[src/rtl/mul16_seq.sv]
// Iterative 16x16 unsigned shift-add multiplier with a start/done handshake.
// One partial product per cycle is gated through the Hack And16 gate array.

module And16 (
  input  logic [15:0] a,
  input  logic [15:0] b,
  output logic [15:0] out
);
  assign out = a & b;
endmodule

module mul16_seq (
  input  logic        clock,
  input  logic        reset,
  input  logic        start,
  input  logic [15:0] a,
  input  logic [15:0] b,
  output logic        ready,
  output logic        done,
  output logic [15:0] out,
  output logic [15:0] hi
);
  typedef enum logic [1:0] {
    IDLE = 2'd0,
    RUN  = 2'd1,
    DONE = 2'd2
  } state_t;

  state_t      state_q, state_d;
  logic [15:0] mcand_q, mcand_d;
  logic [31:0] acc_q, acc_d;
  logic [3:0]  cnt_q, cnt_d;
  logic [15:0] pp;
  logic [16:0] sum;

  And16 u_and16 (
    .a  (mcand_q),
    .b  ({16{acc_q[0]}}),
    .out(pp)
  );

  // Carry out of the running sum lands in acc[31] after the shift.
  assign sum = {1'b0, acc_q[31:16]} + {1'b0, pp};

  always_comb begin
    state_d = state_q;
    mcand_d = mcand_q;
    acc_d   = acc_q;
    cnt_d   = cnt_q;
    case (state_q)
      IDLE: begin
        if (start) begin
          mcand_d = a;
          acc_d   = {16'h0000, b};
          cnt_d   = 4'd0;
          state_d = RUN;
        end
      end
      RUN: begin
        acc_d = {sum, acc_q[15:1]};
        cnt_d = cnt_q + 4'd1;
        if (cnt_q == 4'd15) state_d = DONE;
      end
      DONE:    state_d = IDLE;
      default: state_d = IDLE;
    endcase
  end

  always_ff @(posedge clock) begin
    if (reset) begin
      state_q <= IDLE;
      mcand_q <= 16'h0000;
      acc_q   <= 32'h0000_0000;
      cnt_q   <= 4'd0;
    end else begin
      state_q <= state_d;
      mcand_q <= mcand_d;
      acc_q   <= acc_d;
      cnt_q   <= cnt_d;
    end
  end

  assign ready = (state_q == IDLE);
  assign done  = (state_q == DONE);
  assign out   = acc_q[15:0];
  assign hi    = acc_q[31:16];
endmodule
[config.mk]
export PLATFORM = sky130hd
export DESIGN_NAME = mul16_seq
export DESIGN_NICKNAME = d
export VERILOG_FILES = /design/src/rtl/mul16_seq.sv
export SDC_FILE = /design/constraint.sdc
export NUM_CORES = 1
export LEC_CHECK = 0
export CAP_MARGIN = 20
export CELL_PAD_IN_SITES_DETAIL_PLACEMENT = 0
export CELL_PAD_IN_SITES_GLOBAL_PLACEMENT = 2
export CORE_MARGIN = 3
export CORE_UTILIZATION = 28
export DETAILED_ROUTE_END_ITERATION = 8
export HOLD_SLACK_MARGIN = 0.05
export PLACE_DENSITY = 0.8
export SKIP_LAST_GASP = 1
export SYNTH_ARGS = -nofsm -noshare
export SYNTH_HDL_FRONTEND = slang
export SYNTH_SLANG_ARGS = --single-unit
[constraint.sdc]
create_clock -name clock -period 3.55 [get_ports clock]
set_input_delay 0.71 -clock clock [delete_from_list [all_inputs] [get_ports clock]]
set_output_delay 0.71 -clock clock [all_outputs]
set_load 0.03 [all_outputs]
======== Word-level counts from Yosys, hierarchy flattened ========
Index checks and enable logic that the tools add are counted.
storage, ports and cells
  flip-flop bits (word level) ............. 54
  input port bits ......................... 35
  output and inout port bits .............. 34
  logic and storage cells ................. 24
cells by class
  $add $sub $neg .......................... 2
  eq/ne operators ......................... 5
  muxes and demuxes ....................... 7
  bitwise operators ....................... 1
  reductions and logical operators ........ 5
operators by type and width
  operator                                                               count
  32-bit case mux with 2 select lines                                    1
  32-bit two-way mux                                                     1
  16-bit by 16-bit adder with 17-bit output                              1
  16-bit AND                                                             1
  4-bit case mux with 2 select lines                                     1
  2-bit AND reduction                                                    3
  4-bit by 1-bit adder with 4-bit output, second input constant          1
  4-bit equality test, second input constant                             1
  2-bit two-way mux                                                      2
  4-bit two-way mux                                                      1
  2-bit != test, second input constant                                   2
  2-bit case mux with 2 select lines                                     1
  2-bit by 1-bit equality test with 1-bit output, second input constant  1
  2-bit equality test, second input constant                             1
  2-bit logical NOT                                                      1
  2-bit nonzero test                                                     1

======== Logic depth before layout (Yosys ltp) ========
  depth in word-level cells ............... 3
  depth in mapped cells ................... 10
  gate-level depth less buffers ........... 9

======== Hierarchy ========
From an unflattened synthesis, not the netlist that was laid out.
unflattened totals
  cell total of the unflattened synthesis .. 370
  area, all modules ....................... 2907.8 um^2
modules (own cells, without submodules)
  module     times used  cells an instance  area an instance (um^2)  sequential area each (um^2)
  mul16_seq  1           354                2807.7                   1081.0
  And16      1           16                 100.1                    0.0

======== Worst setup path after synthesis ========
Ideal clock, no wire load.
  path type ............................... flip-flop to flip-flop
  start point ............................. reg acc_q[0]
  end point ............................... reg acc_q[31]
  setup time .............................. 0.060 ns
  data arrival time ....................... 2.673 ns
  path slack .............................. 0.817 ns
  stages on the path, launching flop included .. 11
  cells stage by stage .................... dfxtp_1 > clkbuf_1 > and2_1 > ha_1 > inv_1 > fa_1 > nor2b_1 > o2111ai_2 > a211o_1 > a2111oi_1 > a221o_1
between the ends
  word-level cells in the longest chain between the ends .. 3
RTL lines
  item                                       RTL line  text
  start: declaration                         31        logic [31:0] acc_q, acc_d;
  start signal: assignment                   73        acc_q <= 32'h0000_0000;
  start signal: assignment                   78        acc_q <= acc_d;
  16-bit AND                                 9         assign out = a & b;
  16-bit by 16-bit adder with 17-bit output  43        assign sum = {1'b0, acc_q[31:16]} + {1'b0, pp};
  32-bit case mux with 2 select lines        50        case (state_q)
Every way passes these cells.
A chain may end at the register's enable or synchronous reset.

======== Final worst setup path ========
Ends and elaborated chain as after synthesis.

==> flow_summary.json <==
{
  "status": "finished clean",
  "height_of_the_die_um": 107,
  "stdcell_count": 556,
  "wirelength_um": 7940,
  "cts_setup_buffers": 0,
  "post_synth_inst_count": 358,
  "critical_path_rt_ns": 3.81,
  "post_cts_resize_count": 0,
  "cpMaxStageDelayCell": "sky130_fd_sc_hd__dfxtp_1",
  "port_buffers": 68,
  "synthAdderAreaFrac_pct": 8.22,
  "wire_length_of_the_first_global_routing_pass_um": 13200,
  "maxClockFrequency_mhz": 358,
  "ys_ff_latch": 54,
  "int_pwr_mw": 0.907,
  "cpPeakStageDelay_ns": 0.63,
  "finalWeightedCongestion": 0.794,
  "numClockSinks": 54,
  "largest_net_degree_at_the_start_of_global_routing": 25,
  "cts.clk_slew.worst_paths_ns": 0.11,
  "cts_htree_levels": 2,
  "placed_cells_incl_taps": 548,
  "mappedNetlistArea_um2": 2830,
  "design.die.area_um2": 11400,
  "post_synth_mux_area_share_pct": 0.796,
  "switching_share_pct": 29.5,
  "ctsHoldBuffers": 0,
  "report.final.setup_viol": 0,
  "power.switching_mw": 0.379,
  "clockBufferDepth": 2,
  "power_per_cell_area_nw_per_um2": 343,
  "first_global_vias": 2607,
  "cts_tree": "done",
  "detail_route.vias_per_cell": 4.86,
  "highest_fanout_seen_on_the_critical_path": 18,
  "distinct_cell_type_count_after_synthesis": 46,
  "total_iterations_of_the_first_detailed_routing_run": 4,
  "cts_made_buffers": 5,
  "top_family_by_delay_on_critical_path": "compound AO/OA/AOI/OAI gates",
  "filler_cell_count": 1083,
  "worstPathBufferInverterCount": 1,
  "post_synthesis_net_count": 411,
  "total_vias_in_the_final_route": 2701,
  "globalRouteTotalUtil_pct": 14.5,
  "multi_input_area_um2": 1650,
  "maxSlewViolCount": 0,
  "top_level_ports": 69,
  "finalNetCount": 475,
  "unrepaired_setup_endpoints_after_global_routing": "no",
  "edff_count_synth": 0,
  "dp_hpwl_um": 6010,
  "max_transition_margin_pct": 42.4,
  "grt_antenna_before_repair": 0,
  "finalCoreUtilization_pct": 38.3,
  "share_clk_of_total_power_pct": 29.5,
  "global_route.overflow_total": 0,
  "comb_power_share_pct": 18.8,
  "synth_sequential_area_ratio_pct": 38.2,
  "crit_arrival_ns": 3.06,
  "min-delay-path-class": "reg -> reg",
  "final-seq-area_um2": 1080,
  "finClkSkew_ns": 0.00800,
  "placementRows": 36,
  "max_cap_viol_count": 0,
  "yosys.area_share.xor_xnor_pct": 2.17,
  "synth_compound_gate_area_share_pct": 19.5,
  "initialDrtViolationCount": 118,
  "initial_core_utilization_pct": 28.8,
  "fp.dieW_um": 107,
  "finalSetupTns_ns": 0,
  "sequentialPowerShare_pct": 51.6,
  "cp-start-kind": "flop",
  "async_flop_share_pct": 0,
  "route.detailed.wl_per_inst_um": 14.3,
  "final_period_minus_worst_setup_slack_ns": 2.79,
  "clk_latency_ns": 0.31,
  "finalCritPeriodShare_pct": 78.6,
  "synth_simple_gate_area_share_pct": 27.8,
  "postSynth.topFlopCell": "sky130_fd_sc_hd__dfxtp_1",
  "power.total_mw": 1.29,
  "tightestPinTransition_ns": 0.861,
  "placeableCoreArea_um2": 9820,
  "drcViolationCount": 0,
  "critical_path.endpoint_type": "flop",
  "leakagePower_nw": 1.54,
  "power.ir.vdd_worst_v": 0.000180,
  "final_layout_size_suffix_gt1_share_pct": 5.20,
  "main_combinational_cell_family_by_area_after_synthesis": "simple AND/OR/NAND/NOR gates",
  "crit_path_cell_trace": "and2_1 > ha_1 > inv_1 > fa_1 > nor2b_1 > o2111ai_2 > a211o_1 > a2111oi_1 > a221o_1",
  "ys.warnings.count": 0,
  "area_added_between_synthesis_and_finish_pct": 32.7,
  "crit_type": "reg -> reg",
  "clk_root_buffer_cell": "sky130_fd_sc_hd__clkbuf_8",
  "drtAntennaViolNets": 0,
  "antenna-diode-count": 0,
  "syn_avg_cell_area_um2": 7.91,
  "final_hold_violation_count": 0
}
==> cells in the final DEF (no fill, tap or decap), types with 4 or more instances in the layout <==
master                            Yosys  final
sky130_fd_sc_hd__a21o_1               7      7
sky130_fd_sc_hd__a21oi_1             30     30
sky130_fd_sc_hd__a32o_1               5      5
sky130_fd_sc_hd__and2_1              17     17
sky130_fd_sc_hd__buf_4                0      6
sky130_fd_sc_hd__clkbuf_8             0      6
sky130_fd_sc_hd__clkdlybuf4s50_1      0     68
sky130_fd_sc_hd__dfxtp_1             54     54
sky130_fd_sc_hd__ha_1                17     17
sky130_fd_sc_hd__inv_1                8      8
sky130_fd_sc_hd__nand2_1             53     53
sky130_fd_sc_hd__nand3_1              7      7
sky130_fd_sc_hd__nor2_1              61     61
sky130_fd_sc_hd__nor4_1              17     17
sky130_fd_sc_hd__o21ai_0             10     10
sky130_fd_sc_hd__or3_1                4      4
sky130_fd_sc_hd__xor2_1               4      4
==> cell families (layout without fill, tap and decap cells) <==
kind of cell / Yosys count / in the layout
flip-flops: 54 / 54
buffers and inverters: 25 / 90
adder cells (fa/ha/maj): 18 / 18
multiplexers: 2 / 2
AO/OA/AOI/OAI: 80 / 80
XOR/XNOR: 7 / 7
AND/OR/NAND/NOR: 172 / 172
==> flip-flops by register name, summed over array words and instances, names as in the netlist <==
register  flops
acc_q        32
cnt_q         4
mcand_q      16
state_q       2
==> path summary, 6_finish.rpt <==
path,startpoint,cells after the start,slack (ns),end
max,acc_q[0]$_SDFFE_PP0P_,9,0.76,acc_q[31]$_SDFFE_PP0P_
min,mcand_q[15]$_SDFFE_PP0P_,2,0.46,mcand_q[15]$_SDFFE_PP0P_
max reg2reg,acc_q[0]$_SDFFE_PP0P_,9,0.76,acc_q[31]$_SDFFE_PP0P_
min reg2reg,mcand_q[15]$_SDFFE_PP0P_,2,0.46,mcand_q[15]$_SDFFE_PP0P_
==> layer usage <==
metal | GRT usage, % | routed length, µm
met1 | 19.6 | 3680
met2 | 22.9 | 3720
met3 | 3.52 | 439
met4 | 4.20 | 99
met5 | 0 | 0
==> synth_stat cells, drive strengths merged, types with 2 or more instances <==
| library cell | count | area share (%) |
|---|---|---|
| nor2 | 61 | 8.1 |
| dfxtp | 54 | 38 |
| nand2 | 53 | 7.0 |
| a21oi | 32 | 6.2 |
| and2 | 17 | 3.8 |
| ha | 17 | 7.5 |
| nor4 | 17 | 3.8 |
| clkbuf | 15 | 2.0 |
| o21ai | 13 | 2.3 |
| a21o | 8 | 2.2 |
| inv | 8 | 1.1 |
| nand3 | 7 | 1.2 |
| a32o | 5 | 1.8 |
| or3 | 4 | 0.88 |
| xor2 | 4 | 1.2 |
| nand2b | 3 | 0.66 |
| nor2b | 3 | 0.66 |
| o21bai | 3 | 0.80 |
| xnor2 | 3 | 0.93 |
| a211o | 2 | 0.62 |
| a21bo | 2 | 0.71 |
| a221o | 2 | 0.71 |
| a31oi | 2 | 0.66 |
| a41oi | 2 | 0.62 |
| buf | 2 | 0.35 |
| mux2 | 2 | 0.80 |
| nor3 | 2 | 0.35 |
| o211ai | 2 | 0.53 |
| or4 | 2 | 0.53 |
==> worst min-delay path, delay by kind of cell (launching register included) <==
family,cells,cell delay [ns]
and+or+nand+nor,1,0.05
DFF,1,0.32
AOI/OAI and AO/OA,1,0.05
==> power groups by stage <==
stage	sequential [mW]	combinational [mW]	clock (mW)
finish	0.665	0.242	0.380
global route	0.672	0.266	0.420
CTS	0.666	0.246	0.396
detailed placement	0.679	0.245	0
global placement	0.678	0.245	0
floorplan	0.710	0.0984	0
==> stage by stage <==
stage,cell area (µm²),setup slack (ns),hold slack [ns]
after floorplan,2830,0.817,0.432
after global placement,3660,0.885,0.442
after detailed placement,3660,0.756,0.443
after CTS,3760,0.716,0.458
after global routing,3760,0.453,0.475
final,3760,0.758,0.456
==> area by class of cell <==
class	instances	share of cell area, %
Inverter	8	0.799
Timing Repair Buffer	74	19.3
Clock buffer	6	2.20
Clock inverter	2	0.466
Sequential cell	54	28.8
Multi-Input combinational cell	279	44.0
Tap cell	133	4.43
Note: power is estimated with default switching activity, not from simulation.
